**config.mk**
```make
export PLATFORM = sky130hd
export DESIGN_NAME = paper_axi_lite_slave
export DESIGN_NICKNAME = d
export VERILOG_FILES = /design/src/rtl/paper_pkg.sv /design/src/rtl/soc_pkg.sv /design/src/rtl/paper_counter.sv /design/src/rtl/paper_axi_lite_slave.sv
export SDC_FILE = /design/constraint.sdc
export NUM_CORES = 1
export LEC_CHECK = 0
export CAP_MARGIN = 20
export CORE_ASPECT_RATIO = 1.4
export CORE_MARGIN = 2
export CORE_UTILIZATION = 40
export DETAILED_ROUTE_END_ITERATION = 8
export PLACE_DENSITY_LB_ADDON = 0.1
export REMOVE_ABC_BUFFERS = 1
export SYNTH_ARGS = -nofsm -noshare
export SYNTH_HDL_FRONTEND = slang
export SYNTH_HIERARCHICAL = 1
export SYNTH_SLANG_ARGS = --single-unit
export TNS_END_PERCENT = 10
```
**constraint.sdc**
```tcl
create_clock -name clk_i -period 5.9 [get_ports clk_i]
set_input_delay 1.18 -clock clk_i [delete_from_list [all_inputs] [get_ports clk_i]]
set_output_delay 1.18 -clock clk_i [all_outputs]
set_load 0.005 [all_outputs]
```
**src/rtl/paper_pkg.sv**
```systemverilog
// Shared register map, response codes and types for the Paper peripheral.
package paper_pkg;

    localparam logic [11:0] OffId      = 12'h000;
    localparam logic [11:0] OffCtrl    = 12'h004;
    localparam logic [11:0] OffScratch = 12'h008;
    localparam logic [11:0] OffCount   = 12'h00C;
    localparam logic [11:0] OffCompare = 12'h010;

    localparam logic [31:0] IdValue = 32'h5041_5045;

    localparam int unsigned CtrlEnBit    = 0;
    localparam int unsigned CtrlClrBit   = 1;
    localparam int unsigned CtrlIrqEnBit = 2;

    typedef enum logic [1:0] {
        RespOkay   = 2'b00,
        RespExOkay = 2'b01,
        RespSlvErr = 2'b10,
        RespDecErr = 2'b11
    } resp_e;

    typedef enum logic [2:0] {
        RegNone,
        RegId,
        RegCtrl,
        RegScratch,
        RegCount,
        RegCompare
    } reg_e;

    typedef struct packed {
        resp_e resp;
        reg_e  sel;
    } dec_t;

    typedef enum logic [0:0] {WIdle, WResp} wstate_e;
    typedef enum logic [0:0] {RIdle, RResp} rstate_e;

    // Byte-lane merge of new_val into old_val.
    function automatic logic [31:0] apply_strb(input logic [31:0] old_val,
                                               input logic [31:0] new_val,
                                               input logic [3:0]  strb);
        logic [31:0] res;
        res = old_val;
        for (int i = 0; i < 4; i++) begin
            if (strb[i]) res[8*i +: 8] = new_val[8*i +: 8];
        end
        return res;
    endfunction

endpackage

```
**src/rtl/soc_pkg.sv**
```systemverilog
// SoC address map entries used by the peripherals in this slice.
package soc_pkg;

    localparam logic [63:0] PaperBase   = 64'h1900_0000;
    localparam logic [63:0] PaperLength = 64'h1000;

endpackage

```
**src/rtl/paper_counter.sv**
```systemverilog
// Free-running COUNT with clear, COMPARE register and sticky compare interrupt.
module paper_counter
    import paper_pkg::*;
(
    input  logic        clk_i,
    input  logic        rst_i,
    input  logic        enable_i,
    input  logic        clear_i,
    input  logic        irq_en_i,
    input  logic        compare_we_i,
    input  logic [31:0] compare_wdata_i,
    output logic [31:0] count_o,
    output logic [31:0] compare_o,
    output logic        irq_o
);

    logic [31:0] count_q, count_d;
    logic [31:0] compare_q, compare_d;
    logic        irq_q, irq_d;

    // Next-state: clear beats increment; a COMPARE write or irq_en=0 drops the irq.
    always_comb begin
        count_d   = count_q;
        compare_d = compare_q;
        irq_d     = irq_q;
        if (clear_i) begin
            count_d = '0;
        end else if (enable_i) begin
            count_d = count_q + 32'd1;
        end
        if (compare_we_i) compare_d = compare_wdata_i;
        if (compare_we_i || !irq_en_i) begin
            irq_d = 1'b0;
        end else if (count_q == compare_q) begin
            irq_d = 1'b1;
        end
    end

    // State registers.
    always_ff @(posedge clk_i) begin
        if (rst_i) begin
            count_q   <= '0;
            compare_q <= 32'hFFFF_FFFF;
            irq_q     <= 1'b0;
        end else begin
            count_q   <= count_d;
            compare_q <= compare_d;
            irq_q     <= irq_d;
        end
    end

    assign count_o   = count_q;
    assign compare_o = compare_q;
    assign irq_o     = irq_q;

endmodule

```
**src/rtl/paper_axi_lite_slave.sv**
```systemverilog
// AXI-Lite register slave for the Paper peripheral (ID, CTRL, SCRATCH, COUNT, COMPARE).
module paper_axi_lite_slave
    import paper_pkg::*;
#(
    parameter logic [63:0] BaseAddr  = soc_pkg::PaperBase,
    parameter logic [63:0] Length    = soc_pkg::PaperLength,
    parameter int unsigned AddrWidth = 64,
    parameter int unsigned DataWidth = 32
) (
    input  logic                   clk_i,
    input  logic                   rst_i,
    input  logic [AddrWidth-1:0]   aw_addr_i,
    input  logic                   aw_valid_i,
    output logic                   aw_ready_o,
    input  logic [DataWidth-1:0]   w_data_i,
    input  logic [DataWidth/8-1:0] w_strb_i,
    input  logic                   w_valid_i,
    output logic                   w_ready_o,
    output logic [1:0]             b_resp_o,
    output logic                   b_valid_o,
    input  logic                   b_ready_i,
    input  logic [AddrWidth-1:0]   ar_addr_i,
    input  logic                   ar_valid_i,
    output logic                   ar_ready_o,
    output logic [DataWidth-1:0]   r_data_o,
    output logic [1:0]             r_resp_o,
    output logic                   r_valid_o,
    input  logic                   r_ready_i,
    output logic                   irq_o
);

    localparam logic [AddrWidth-1:0] BaseA = BaseAddr[AddrWidth-1:0];
    localparam logic [AddrWidth-1:0] LenA  = Length[AddrWidth-1:0];

    function automatic dec_t decode(input logic [AddrWidth-1:0] addr, input logic is_wr);
        logic [AddrWidth-1:0] off;
        dec_t d;
        off    = addr - BaseA;
        d.resp = RespSlvErr;
        d.sel  = RegNone;
        if (addr < BaseA || off >= LenA) begin
            d.resp = RespDecErr;
        end else if (off[1:0] == 2'b00) begin
            if (off == AddrWidth'(OffId) && !is_wr)         d.sel = RegId;
            else if (off == AddrWidth'(OffCtrl))            d.sel = RegCtrl;
            else if (off == AddrWidth'(OffScratch))         d.sel = RegScratch;
            else if (off == AddrWidth'(OffCount) && !is_wr) d.sel = RegCount;
            else if (off == AddrWidth'(OffCompare))         d.sel = RegCompare;
            if (d.sel != RegNone) d.resp = RespOkay;
        end
        return d;
    endfunction

    wstate_e              wstate_q, wstate_d;
    rstate_e              rstate_q, rstate_d;
    logic                 aw_lat_q, aw_lat_d, w_lat_q, w_lat_d;
    logic [AddrWidth-1:0] aw_addr_q, aw_addr_d;
    logic [31:0]          w_data_q, w_data_d;
    logic [3:0]           w_strb_q, w_strb_d;
    logic [1:0]           b_resp_q, b_resp_d, r_resp_q, r_resp_d;
    logic [31:0]          r_data_q, r_data_d, rd_val;
    logic                 do_write;
    dec_t                 wdec, rdec;

    logic                 en_q, en_d, irq_en_q, irq_en_d;
    logic [31:0]          scratch_q, scratch_d;
    logic [2:0]           ctrl_new;
    logic                 clear_pulse, compare_we;
    logic [31:0]          compare_wdata, compare_val, count_val;

    // Write FSM: latch AW and W independently; commit once both are held.
    always_comb begin
        wstate_d   = wstate_q;
        aw_lat_d   = aw_lat_q;
        aw_addr_d  = aw_addr_q;
        w_lat_d    = w_lat_q;
        w_data_d   = w_data_q;
        w_strb_d   = w_strb_q;
        b_resp_d   = b_resp_q;
        aw_ready_o = 1'b0;
        w_ready_o  = 1'b0;
        do_write   = 1'b0;
        unique case (wstate_q)
            WIdle: begin
                aw_ready_o = !aw_lat_q;
                w_ready_o  = !w_lat_q;
                if (aw_valid_i && !aw_lat_q) begin
                    aw_lat_d  = 1'b1;
                    aw_addr_d = aw_addr_i;
                end
                if (w_valid_i && !w_lat_q) begin
                    w_lat_d  = 1'b1;
                    w_data_d = w_data_i;
                    w_strb_d = w_strb_i;
                end
                if (aw_lat_d && w_lat_d) begin
                    do_write = 1'b1;
                    wstate_d = WResp;
                end
            end
            WResp: begin
                if (b_ready_i) begin
                    wstate_d = WIdle;
                    aw_lat_d = 1'b0;
                    w_lat_d  = 1'b0;
                end
            end
            default: wstate_d = WIdle;
        endcase
        wdec = decode(aw_addr_d, 1'b1);
        if (do_write) b_resp_d = wdec.resp;
    end

    // Register write decode; only OKAY writes have side effects.
    always_comb begin
        en_d          = en_q;
        irq_en_d      = irq_en_q;
        scratch_d     = scratch_q;
        clear_pulse   = 1'b0;
        compare_we    = 1'b0;
        compare_wdata = apply_strb(compare_val, w_data_d, w_strb_d);
        ctrl_new      = w_strb_d[0] ? w_data_d[2:0] : {irq_en_q, 1'b0, en_q};
        if (do_write && wdec.resp == RespOkay) begin
            case (wdec.sel)
                RegCtrl: begin
                    en_d        = ctrl_new[CtrlEnBit];
                    irq_en_d    = ctrl_new[CtrlIrqEnBit];
                    clear_pulse = ctrl_new[CtrlClrBit];
                end
                RegScratch: scratch_d  = apply_strb(scratch_q, w_data_d, w_strb_d);
                RegCompare: compare_we = 1'b1;
                default: ;
            endcase
        end
    end

    // Read FSM: capture data at the AR handshake, hold until r_ready_i.
    always_comb begin
        rdec = decode(ar_addr_i, 1'b0);
        case (rdec.sel)
            RegId:      rd_val = IdValue;
            RegCtrl:    rd_val = {29'd0, irq_en_q, 1'b0, en_q};
            RegScratch: rd_val = scratch_q;
            RegCount:   rd_val = count_val;
            RegCompare: rd_val = compare_val;
            default:    rd_val = '0;
        endcase
        rstate_d = rstate_q;
        r_data_d = r_data_q;
        r_resp_d = r_resp_q;
        unique case (rstate_q)
            RIdle: begin
                if (ar_valid_i) begin
                    r_resp_d = rdec.resp;
                    r_data_d = (rdec.resp == RespOkay) ? rd_val : '0;
                    rstate_d = RResp;
                end
            end
            RResp:   if (r_ready_i) rstate_d = RIdle;
            default: rstate_d = RIdle;
        endcase
    end

    // State registers for both channels and the flat control registers.
    always_ff @(posedge clk_i) begin
        if (rst_i) begin
            wstate_q  <= WIdle;
            rstate_q  <= RIdle;
            aw_lat_q  <= 1'b0;
            aw_addr_q <= '0;
            w_lat_q   <= 1'b0;
            w_data_q  <= '0;
            w_strb_q  <= '0;
            b_resp_q  <= 2'b00;
            r_resp_q  <= 2'b00;
            r_data_q  <= '0;
            en_q      <= 1'b0;
            irq_en_q  <= 1'b0;
            scratch_q <= '0;
        end else begin
            wstate_q  <= wstate_d;
            rstate_q  <= rstate_d;
            aw_lat_q  <= aw_lat_d;
            aw_addr_q <= aw_addr_d;
            w_lat_q   <= w_lat_d;
            w_data_q  <= w_data_d;
            w_strb_q  <= w_strb_d;
            b_resp_q  <= b_resp_d;
            r_resp_q  <= r_resp_d;
            r_data_q  <= r_data_d;
            en_q      <= en_d;
            irq_en_q  <= irq_en_d;
            scratch_q <= scratch_d;
        end
    end

    paper_counter u_counter (
        .clk_i           (clk_i),
        .rst_i           (rst_i),
        .enable_i        (en_q),
        .clear_i         (clear_pulse),
        .irq_en_i        (irq_en_q),
        .compare_we_i    (compare_we),
        .compare_wdata_i (compare_wdata),
        .count_o         (count_val),
        .compare_o       (compare_val),
        .irq_o           (irq_o)
    );

    assign ar_ready_o = (rstate_q == RIdle);
    assign r_valid_o  = (rstate_q == RResp);
    assign r_data_o   = r_data_q;
    assign r_resp_o   = r_resp_q;
    assign b_valid_o  = (wstate_q == WResp);
    assign b_resp_o   = b_resp_q;

endmodule

```
Word level (Yosys, flattened, before mapping):

Index checks and enable logic that the tools add are counted.

* register bits after elaboration: 239
* output and inout bits: 42
* word-level logic and storage cells: 126

* add/subtract/negate cells: 3
* magnitude comparators: 4
* eq/ne operators: 17
* muxes and demuxes: 49
* bitwise logic cells: 2
* reduce and logical (&&, ||, !) cells: 29

Operators with widths (count)
* $eq A64 B4 Y1 const B: 3
* $pmux W32 S5: 1
* $eq A64 B3 Y1 const B: 2
* $eq A64 B5 Y1 const B: 2
* $ge A64 B13 Y1 const B: 2
* $lt A64 B29 Y1 const B: 2
* $mux W64: 2
* $sub A64 B29 Y64 const B: 2
* $mux W32: 3
* $logic_not A64 Y1: 1
* $mux W3: 14
* $add A32 B1 Y32 const B: 1
* $eq A32 B32 Y1: 1
* $mux W1: 16
* $reduce_and A3 Y1: 5
* $eq A3 B2 Y1 const B: 4
* $mux W2: 5
* $mux W5: 2
* $reduce_and A2 Y1: 5
* $eq A3 B3 Y1 const B: 3
* $logic_not A2 Y1: 4
* $mux W4: 2
* $pmux W1 S2: 4
* $reduce_bool A3 Y1: 2
* 7 further kinds: 16

Depth between registers and ports, before layout:

Gate-level depths: netlist (run 1).

* depth in word-level cells: 20
* depth in mapped cells: 16

Hierarchy:

Netlist (run 1), hierarchy kept.

Modules (own cells, without submodules)
* paper_axi_lite_slave: times used 1, cells an instance 1123, area an instance 8847.2 um^2, seq. area each 3483.3 um^2
* paper_counter: times used 1, cells an instance 309, area an instance 2966.6 um^2, seq. area each 1301.2 um^2

Least setup slack after synthesis (run 1):

OpenSTA, ideal clock, no wires.

* kind: input to register
* start: in aw_valid_i
* end: reg u_counter.irq_q (netlist: u_counter/irq_o)
* setup time: 134 ps
* data arrival time: 4440 ps
* data required time: 5766 ps
* slack: 1326 ps
* stages on the path: 13
* path buffers: 5
* cells stage by stage: or3b_1 -> buf_6 -> buf_6 -> mux2i_1 -> a21oi_1 -> or3_1 -> a2111o_1 -> or2_1 -> nor4_1 -> clkbuf_1 -> clkbuf_1 -> clkbuf_1 -> nor4b_1

* cells in the longest elaborated chain, start to end: 19
* elaborated cells on any way between the ends: 33
* classes of those cells: add/sub: 1; order compare: 2; eq/ne: 4; mux: 17; reduce/logical: 9

RTL lines
* start, declared: RTL line paper_axi_lite_slave.sv:13 `input logic aw_valid_i,`
* $logic_and A1 B1 Y1 *: RTL line paper_axi_lite_slave.sv:87 `if (aw_valid_i && !aw_lat_q) begin`
* $mux W64: RTL line paper_axi_lite_slave.sv:87
* $mux W64: RTL line paper_axi_lite_slave.sv:83 `unique case (wstate_q)`
* $sub A64 B29 Y64: RTL line paper_axi_lite_slave.sv:38 `off = addr - BaseA;`
* $eq A64 B5 Y1: RTL line paper_axi_lite_slave.sv:48 `else if (off == AddrWidth'(OffCompare)) d.sel = RegCompare;`
* $mux W3: RTL line paper_axi_lite_slave.sv:48
* $mux W3: RTL line paper_axi_lite_slave.sv:46 `else if (off == AddrWidth'(OffScratch)) d.sel = RegScratch;`
* $mux W3: RTL line paper_axi_lite_slave.sv:45 `else if (off == AddrWidth'(OffCtrl)) d.sel = RegCtrl;`
* [... 4 more ...]
* $mux W5: RTL line paper_axi_lite_slave.sv:43 `end else if (off[1:0] == 2'b00) begin`
* $mux W2: RTL line paper_axi_lite_slave.sv:41 `if (addr < BaseA || off >= LenA) begin`
* $logic_not A2 Y1: RTL line paper_axi_lite_slave.sv:123 `if (do_write && wdec.resp == RespOkay) begin`
* $logic_and A1 B1 Y1: RTL line paper_axi_lite_slave.sv:123
* $mux W1 *: RTL line paper_axi_lite_slave.sv:123
* via compare_we: RTL line paper_axi_lite_slave.sv:68 `logic clear_pulse, compare_we;`
* $logic_or A1 B1 Y1 *: RTL line paper_counter.sv:32 `if (compare_we_i || !irq_en_i) begin`
* $reduce_or A2 Y1 (no source line) *
* end signal, assigned: RTL line paper_counter.sv:48 `irq_q <= irq_d;`
* end, declared: RTL line paper_counter.sv:19 `logic irq_q, irq_d;`

The timed path passes the listed nets; every way through them passes the cells marked *. The select of a mux whose other input is x is not followed.
A chain may end at the register's enable or synchronous reset.

Worst setup path after layout (run 1):

* start: in aw_valid_i
* end: reg u_counter.compare_q[9] (netlist: u_counter/compare_o[9])

* cells in the longest elaborated chain, start to end: 18
* elaborated cells on any way between the ends: 32
* classes of those cells: add/sub: 1; order compare: 2; eq/ne: 4; mux: 17; reduce/logical: 8

RTL lines
* $logic_and A1 B1 Y1 *: RTL line paper_axi_lite_slave.sv:87
* $mux W64: RTL line paper_axi_lite_slave.sv:87
* $mux W64: RTL line paper_axi_lite_slave.sv:83
* $sub A64 B29 Y64: RTL line paper_axi_lite_slave.sv:38
* $eq A64 B5 Y1: RTL line paper_axi_lite_slave.sv:48
* $mux W3: RTL line paper_axi_lite_slave.sv:48
* $mux W3: RTL line paper_axi_lite_slave.sv:46
* $mux W3: RTL line paper_axi_lite_slave.sv:45
* [... 3 more ...]
* $mux W2: RTL line paper_axi_lite_slave.sv:49 `if (d.sel != RegNone) d.resp = RespOkay;`
* $mux W5: RTL line paper_axi_lite_slave.sv:43
* $mux W2: RTL line paper_axi_lite_slave.sv:41
* $logic_not A2 Y1: RTL line paper_axi_lite_slave.sv:123
* $logic_and A1 B1 Y1: RTL line paper_axi_lite_slave.sv:123
* $mux W1 *: RTL line paper_axi_lite_slave.sv:123
* via compare_we: RTL line paper_axi_lite_slave.sv:68
* $reduce_and A2 Y1 (no source line) *
* end signal, assigned: RTL line paper_counter.sv:47 `compare_q <= compare_d;`
* end, declared: RTL line paper_counter.sv:18 `logic [31:0] compare_q, compare_d;`

Marked as above.

==> results_dict.tcl, run 1 <==
set metrics [dict create \
    drive_above_1_share_pct 7.79 \
    portBuffers 212 \
    syn_avg_cell_area_um2 8.25 \
    cellLeakagePower_nw 5.64 \
    cts_setup_buffers 0 \
    synth-adder-area-share_pct 0.106 \
    critical-path-slowest-cell "a222oi_1" \
    synth_edf_count 0 \
    clk_latency_ns 0.55 \
    initial_utilization_pct 40.5 \
    drc 0 \
    fmax_mhz 199 \
    r2r_end "u_counter/compare_o[9]$_SDFFE_PP1P_" \
    ios 213 \
    rsz0062_at_grt "no" \
    core_area_um2 29200 \
    synth_top_family_by_area "simple AND/OR/NAND/NOR gates" \
    grt_pass1_vias 10700 \
    grt_max_degree 75 \
    power_density_nw_per_um2 256 \
    critPathTopFamily "simple AND/OR/NAND/NOR gates" \
    start_kind "input port" \
    fill_cells 2821 \
    fin_skew_ns 0.0289 \
    synth_most_common_cell "dfxtp_1" \
    fin_crit_sh_pct 85.4 \
    reg2regPathDepth 11 \
    dieHeight_um 207 \
    synth_common_cells "239 x dfxtp_1, 181 x nor2_1, 169 x nand2_1" \
    holdCritStartpoint "r_data_o[2]$_SDFFE_PP0P_" \
    antenna_found_initial 3 \
    clk_pin_slew_ns 0.06 \
    dpl_cell_area_um2 14300 \
    gp_congestion 0.885 \
    tightest_slew_ns 1.05 \
    final_area_um2 15100 \
    place.detailed.hpwl_um 27200 \
    synth_area_leaders "dfxtp_1 40%, a21oi_1 6.3%, nor2_1 5.8%" \
    min_period_ns 5.04 \
    muxShareOfSynthArea_pct 8.53 \
    num_vias 10900 \
    slew_violations 0 \
    ys_ff_latch 239 \
    hold_depth 2 \
    whs_ns 0.450 \
    ys_warn_count 6 \
    cp_max_fo 65 \
    yosys.area.top_type "dfxtp_1" \
    cp.required_ns 6.31 \
    critPathBufInv 2 \
    fin_nets 1788 \
    rows 74 \
    grt_usage_pct 23.3 \
    routed_via_density 5.40 \
    cap_violations 0 \
    wl_um 37000 \
    syn_area_um2 11800 \
    grt_pass1_wl_um 57400 \
    relSlewSlack_pct 29.7 \
    synth_top_area_share_pct 40.5 \
    synth_ff_type "dfxtp_1" \
    wl_per_cell_um 18.4 \
    clock-sinks 239 \
    power_mw 3.87 \
    regToRegSetupSlack_ns 1.60 \
    cts_tree "done" \
    max_stage_delay_ns 0.62 \
    die_w_um 149 \
    whs_endpoint "r_data_o[2]$_SDFFE_PP0P_" \
    synth.distinct_cells 73 \
    initialDrtViolationCount 497 \
    synth_xor_xnor_area_share_pct 5.12 \
    reg2reg_from "b_valid_o$_SDFF_PP0_" \
    hold_path_class "reg -> reg" \
    layout_setup_ws_ns 0.864 \
    hold_viol 0 \
    drtAntennaViolNets 0 \
    ctsHtreeMaxLevel 1 \
    max-vdd-ir-drop_mv 0.197 \
    cts_inserted_buffers 26 \
    synthCells 1432 \
    async_flop_share_pct 0 \
    post_cts_resized 0 \
    worstSetupPathType "in -> reg" \
    crit_chain "clkdlybuf4s50_1 -> nor3b_4 -> nand3_1 -> a222oi_1 -> and2_1 -> nand4_1 -> a2111o_1 -> or2_1 -> nor4_2 -> buf_12 -> nor2b_1 -> a211o_1" \
    cts_root_buf "clkbuf_16" \
    area_growth_pct 28.2 \
    synth-compound-area-share_pct 15.0 \
    dp_cells 1967 \
    gr-total-overflow 0 \
    dr.pass1.iters 4 \
    die-area_um2 30900 \
    post-place-ws_ns 0.369 \
    synth_seq_area_share_pct 40.5 \
    clock_path_buffers 3 \
    instances_no_fill 2013 \
    critical_path_arrival_ns 5.45 \
    setup_viol 0 \
    synthSimpleGateAreaFrac_pct 27.2 \
    worst_setup_path_end_kind "register" \
    outcome "finished clean" \
    cts_hold_buf 0 \
]
## worst max path at each step
stage	start	end	slack, ns	cells after the start
after floorplan	aw_valid_i	u_counter/compare_o[0]$_SDFFE_PP1P_	-5.02	10
after global placement	aw_valid_i	u_counter/compare_o[21]$_SDFFE_PP1P_	0.43	12
after detailed placement	aw_valid_i	u_counter/compare_o[15]$_SDFFE_PP1P_	0.37	12
after CTS	aw_valid_i	u_counter/compare_o[9]$_SDFFE_PP1P_	0.89	12
after global routing	aw_valid_i	u_counter/compare_o[22]$_SDFFE_PP1P_	0.53	12
final	aw_valid_i	u_counter/compare_o[9]$_SDFFE_PP1P_	0.86	12
## final cells by class
class	instances	area (µm²)	share of cell area, %
multi-input combinational	1090	6630	43.8
tap	380	475	3.14
timing repair buffer	236	2340	15.4
inverter	23	86.3	0.570
clock buffer	35	714	4.72
sequential	239	4780	31.6
clock inverter	8	104	0.686
antenna	2	5.00	0.0331
## power by group
part / total, mW / switching [mW] / internal (mW) / leakage (nW)
clock: 1.59 / 0.657 / 0.931 / 0.400
combinational: 0.587 / 0.324 / 0.263 / 3.30
sequential: 1.70 / 0.0310 / 1.67 / 1.94
total: 3.87 / 1.01 / 2.86 / 5.64
## cell families (layout without fill, tap and decap cells)
| logic type | count (synthesis) | count (layout) |
|---|---|---|
| simple gates | 631 | 631 |
| compound gates | 293 | 293 |
| flops | 239 | 239 |
| buf+inv | 103 | 302 |
| mux | 96 | 96 |
| xor+xnor | 69 | 69 |
| fa+ha+maj | 1 | 1 |
| other cells | 0 | 2 |
## layout by cell type (no fill, tap or decap), types with 28 or more instances in the layout
master | netlist | layout
nor2b_1 | 73 | 72
clkdlybuf4s50_1 | 0 | 211
nand2_1 | 169 | 169
nor2_1 | 181 | 179
mux2_2 | 36 | 36
a21oi_1 | 149 | 149
a211o_1 | 32 | 32
xnor2_1 | 42 | 42
o21ai_0 | 49 | 49
mux2i_1 | 59 | 59
nor4_1 | 29 | 28
nand4_1 | 35 | 35
nor3_1 | 30 | 30
dfxtp_1 | 239 | 239
## through the flow
stage               utilization (%)  setup TNS [ns]
floorplan                         -         -189.78
global placement               49.1               0
detailed placement             49.1               0
CTS                            51.9               0
global route                   51.9               0
finish                         51.9               0
## metal layers
metal,track usage [%],up-vias,share of wire (%)
met5,0,-,0.035
met4,8.34,2,3.4
met2,44.2,256,53
met3,2.51,74,4.1
met1,26.4,5117,39
li1,-,5414,-
## registers in the layout, summed over array words and instances (netlist names), 4 cells and up
name / count
aw_addr_q: 64
w_data_q: 32
r_data_o: 32
u_counter/compare_o: 32
u_counter/count_o: 32
scratch_q: 32
w_strb_q: 4
## worst min-delay path, delay by kind of cell (launching register included)
kind,cells,cell delay [ns]
and+or+nand+nor,1,0.04
AOI/OAI and AO/OA,1,0.05
DFF,1,0.32
Note: power is estimated with default switching activity, not from simulation.
==> run 2: changes to the inputs <==
- SKIP_LAST_GASP: not set -> 1
==> results of run 2 <==
The final DEF is identical to that of run 1; final timing and power are the same.
==> run 3: changes to the inputs <==
- CAP_MARGIN: 20 -> not set
- GPL_TIMING_DRIVEN: not set -> 0
==> run 3 against run 2 <==
  * Critical path depth up 6
  * Die area did not move
  * Critical endpoint is now u_counter/compare_o[21]$_SDFFE_PP1P_
  * Sequential share of layout area is 0.11 points lower
  * Global-route usage decreased by 0.38 points
==> results_dict.tcl, run 3 (synthesis results as in run 1) <==
set metrics [dict create \
    clock_path_buffers 3 \
    outcome "finished clean" \
    largest_reg_flops 64 \
    hold_path_class "reg -> reg" \
    setup_viol 0 \
    worstSetupPathType "in -> reg" \
    layout_setup_ws_ns 0.404 \
    power_frac_comb_pct 15.0 \
    die_w_um 149 \
    ios 213 \
    fin_skew_ns 0.0143 \
    final_area_um2 15200 \
    dieHeight_um 207 \
    cellLeakagePower_nw 5.66 \
    grt_max_degree 91 \
    cp_max_fo 26 \
    cts_inserted_buffers 26 \
    grt_usage_pct 22.9 \
    start_kind "input port" \
    num_vias 10800 \
    crit_chain "clkdlybuf4s50_1 -> nor3b_4 -> buf_16 -> buf_8 -> buf_8 -> mux2i_1 -> a21oi_1 -> o21ai_0 -> nand4_1 -> a2111o_1 -> or2_1 -> nor4_2 -> buf_4 -> buf_4 -> buf_4 -> buf_4 -> nor2b_1 -> a211o_1" \
    hold_viol 0 \
    place.detailed.hpwl_um 26300 \
    grt_pass1_vias 10800 \
    relSlewSlack_pct 26.7 \
    clk_latency_ns 0.54 \
    cpMostUsedCell "buf_4" \
    gr-total-overflow 0 \
    seqCellArea_um2 4780 \
    critPathBufInv 8 \
    power_mw 3.89 \
    initialDrtViolationCount 412 \
    gp_congestion 0.864 \
    antenna_found_initial 1 \
    critPathTopFamily "buffers and inverters" \
    drc 0 \
    fill_cells 2838 \
    p_sw_mw 1.02 \
    grt_pass1_wl_um 56900 \
    post-place-ws_ns -0.274 \
    fmax_mhz 182 \
    switching_share_pct 26.1 \
    layout_common_cells "239 x dfxtp_1, 210 x clkdlybuf4s50_1, 179 x nor2_1, 169 x nand2_1, 149 x a21oi_1" \
    wl_per_cell_um 18.1 \
    cts_tree "done" \
    drive_above_1_share_pct 7.80 \
    p_int_mw 2.88 \
    cap_violations 0 \
    critical-path-slowest-cell "clkdlybuf4s50_1" \
    final_common_cell "dfxtp_1" \
    multiInputGateArea_um2 6640 \
    drtAntennaViolNets 0 \
    die-area_um2 30900 \
    max_stage_delay_ns 0.52 \
    largest-register "aw_addr_q" \
    portBuffers 212 \
    clock-sinks 239 \
    dpl_cell_area_um2 14300 \
    critical_path_arrival_ns 5.91 \
    wl_um 36300 \
    power_density_nw_per_um2 256 \
    ctsHtreeMaxLevel 1 \
    cp.required_ns 6.32 \
    seq_power_share_pct 43.6 \
    cts_root_buf "clkbuf_16" \
    rows 74 \
    power_frac_clock_pct 41.4 \
    fin_crit_sh_pct 93.2 \
    slew_violations 0 \
    max-vdd-ir-drop_mv 0.203 \
    routed_via_density 5.38 \
    dr.pass1.iters 5 \
    fin_nets 1781 \
    worst_setup_path_end_kind "register" \
    rsz0062_at_grt "no" \
    initial_utilization_pct 40.5 \
    area_growth_pct 28.6 \
    min_period_ns 5.50 \
    instances_no_fill 2010 \
    core_area_um2 29200 \
    cts_hold_buf 0 \
    dp_cells 1960 \
    tightest_slew_ns 1.10 \
    clk_pin_slew_ns 0.06 \
]
-- run 3: cell types whose count changed in the layout (fill, tap and decap cells not counted), moves of 2 or more --
cell      before  now
clkbuf_8       3    5
buf_8          0    5
buf_4         22    8
clkinv_2       4    7
buf_16         0    3
buf_12         3    1
-- run 3: worst paths after layout --
path,start,to,slack (ns),cells after the start
max reg2reg,b_valid_o$_SDFF_PP0_,u_counter/compare_o[21]$_SDFFE_PP1P_,1.09,16
max,aw_valid_i,u_counter/compare_o[21]$_SDFFE_PP1P_,0.40,18
min,aw_addr_q[16]$_SDFF_PP0_,aw_addr_q[16]$_SDFF_PP0_,0.45,2
min reg2reg,aw_addr_q[16]$_SDFF_PP0_,aw_addr_q[16]$_SDFF_PP0_,0.45,2
-- run 3: cell type report --
class                      count  area share [%]
multi-input combinational   1090            43.7
sequential                   239            31.5
timing repair buffer         229            15.5
clock buffer                  39            5.07
tap                          380            3.13
inverter                      23           0.568
clock inverter                 9           0.486
antenna                        1          0.0165
-- run 3: what timing repair did --
item                       CTS  global route
resized for setup            0             0
buffers inserted             0             1
setup endpoints to repair    0             4
-- run 3: per-stage QoR --
| step | util, % | setup TNS, ns | hold WS [ns] |
|---|---|---|---|
| 2_1_floorplan | - | -189.78 | 0.425 |
| 3_3_place_gp | 48.3 | -789.29 | 0.437 |
| 3_5_place_dp | 49.2 | -1.56 | 0.444 |
| 4_1_cts | 52.1 | 0 | 0.453 |
| 5_1_grt | 52.1 | 0 | 0.470 |
| 6_report | 52.1 | 0 | 0.450 |
-- run 3: worst register-to-register path, cell delays in order (launching register included) --
cell,delay [ns]
dfxtp_1,0.53
or3b_4,0.39
buf_16,0.30
nand3_1,0.26
a222oi_1,0.38
buf_4,0.19
and2_1,0.19
nand4_1,0.10
a2111o_1,0.46
or2_1,0.29
nor4_2,0.51
buf_4,0.26
buf_4,0.20
buf_4,0.20
buf_4,0.17
nor2b_1,0.05
a211o_1,0.22
-- run 3: layer usage --
layer	track usage, %	part of all wire, %
met5	0	0
met4	7.85	3.0
met3	2.70	4.4
met2	43.0	53
met1	26.4	40
-- run 3: power groups by stage --
stage          Sequential (mW)  Clock [mW]  Combinational (mW)
2_1_floorplan             1.72           0               0.298
3_3_place_gp              1.73           0               0.571
3_5_place_dp              1.73           0               0.584
4_1_cts                   1.70        1.65               0.588
5_1_grt                   1.70        1.71               0.643
6_report                  1.70        1.61               0.585
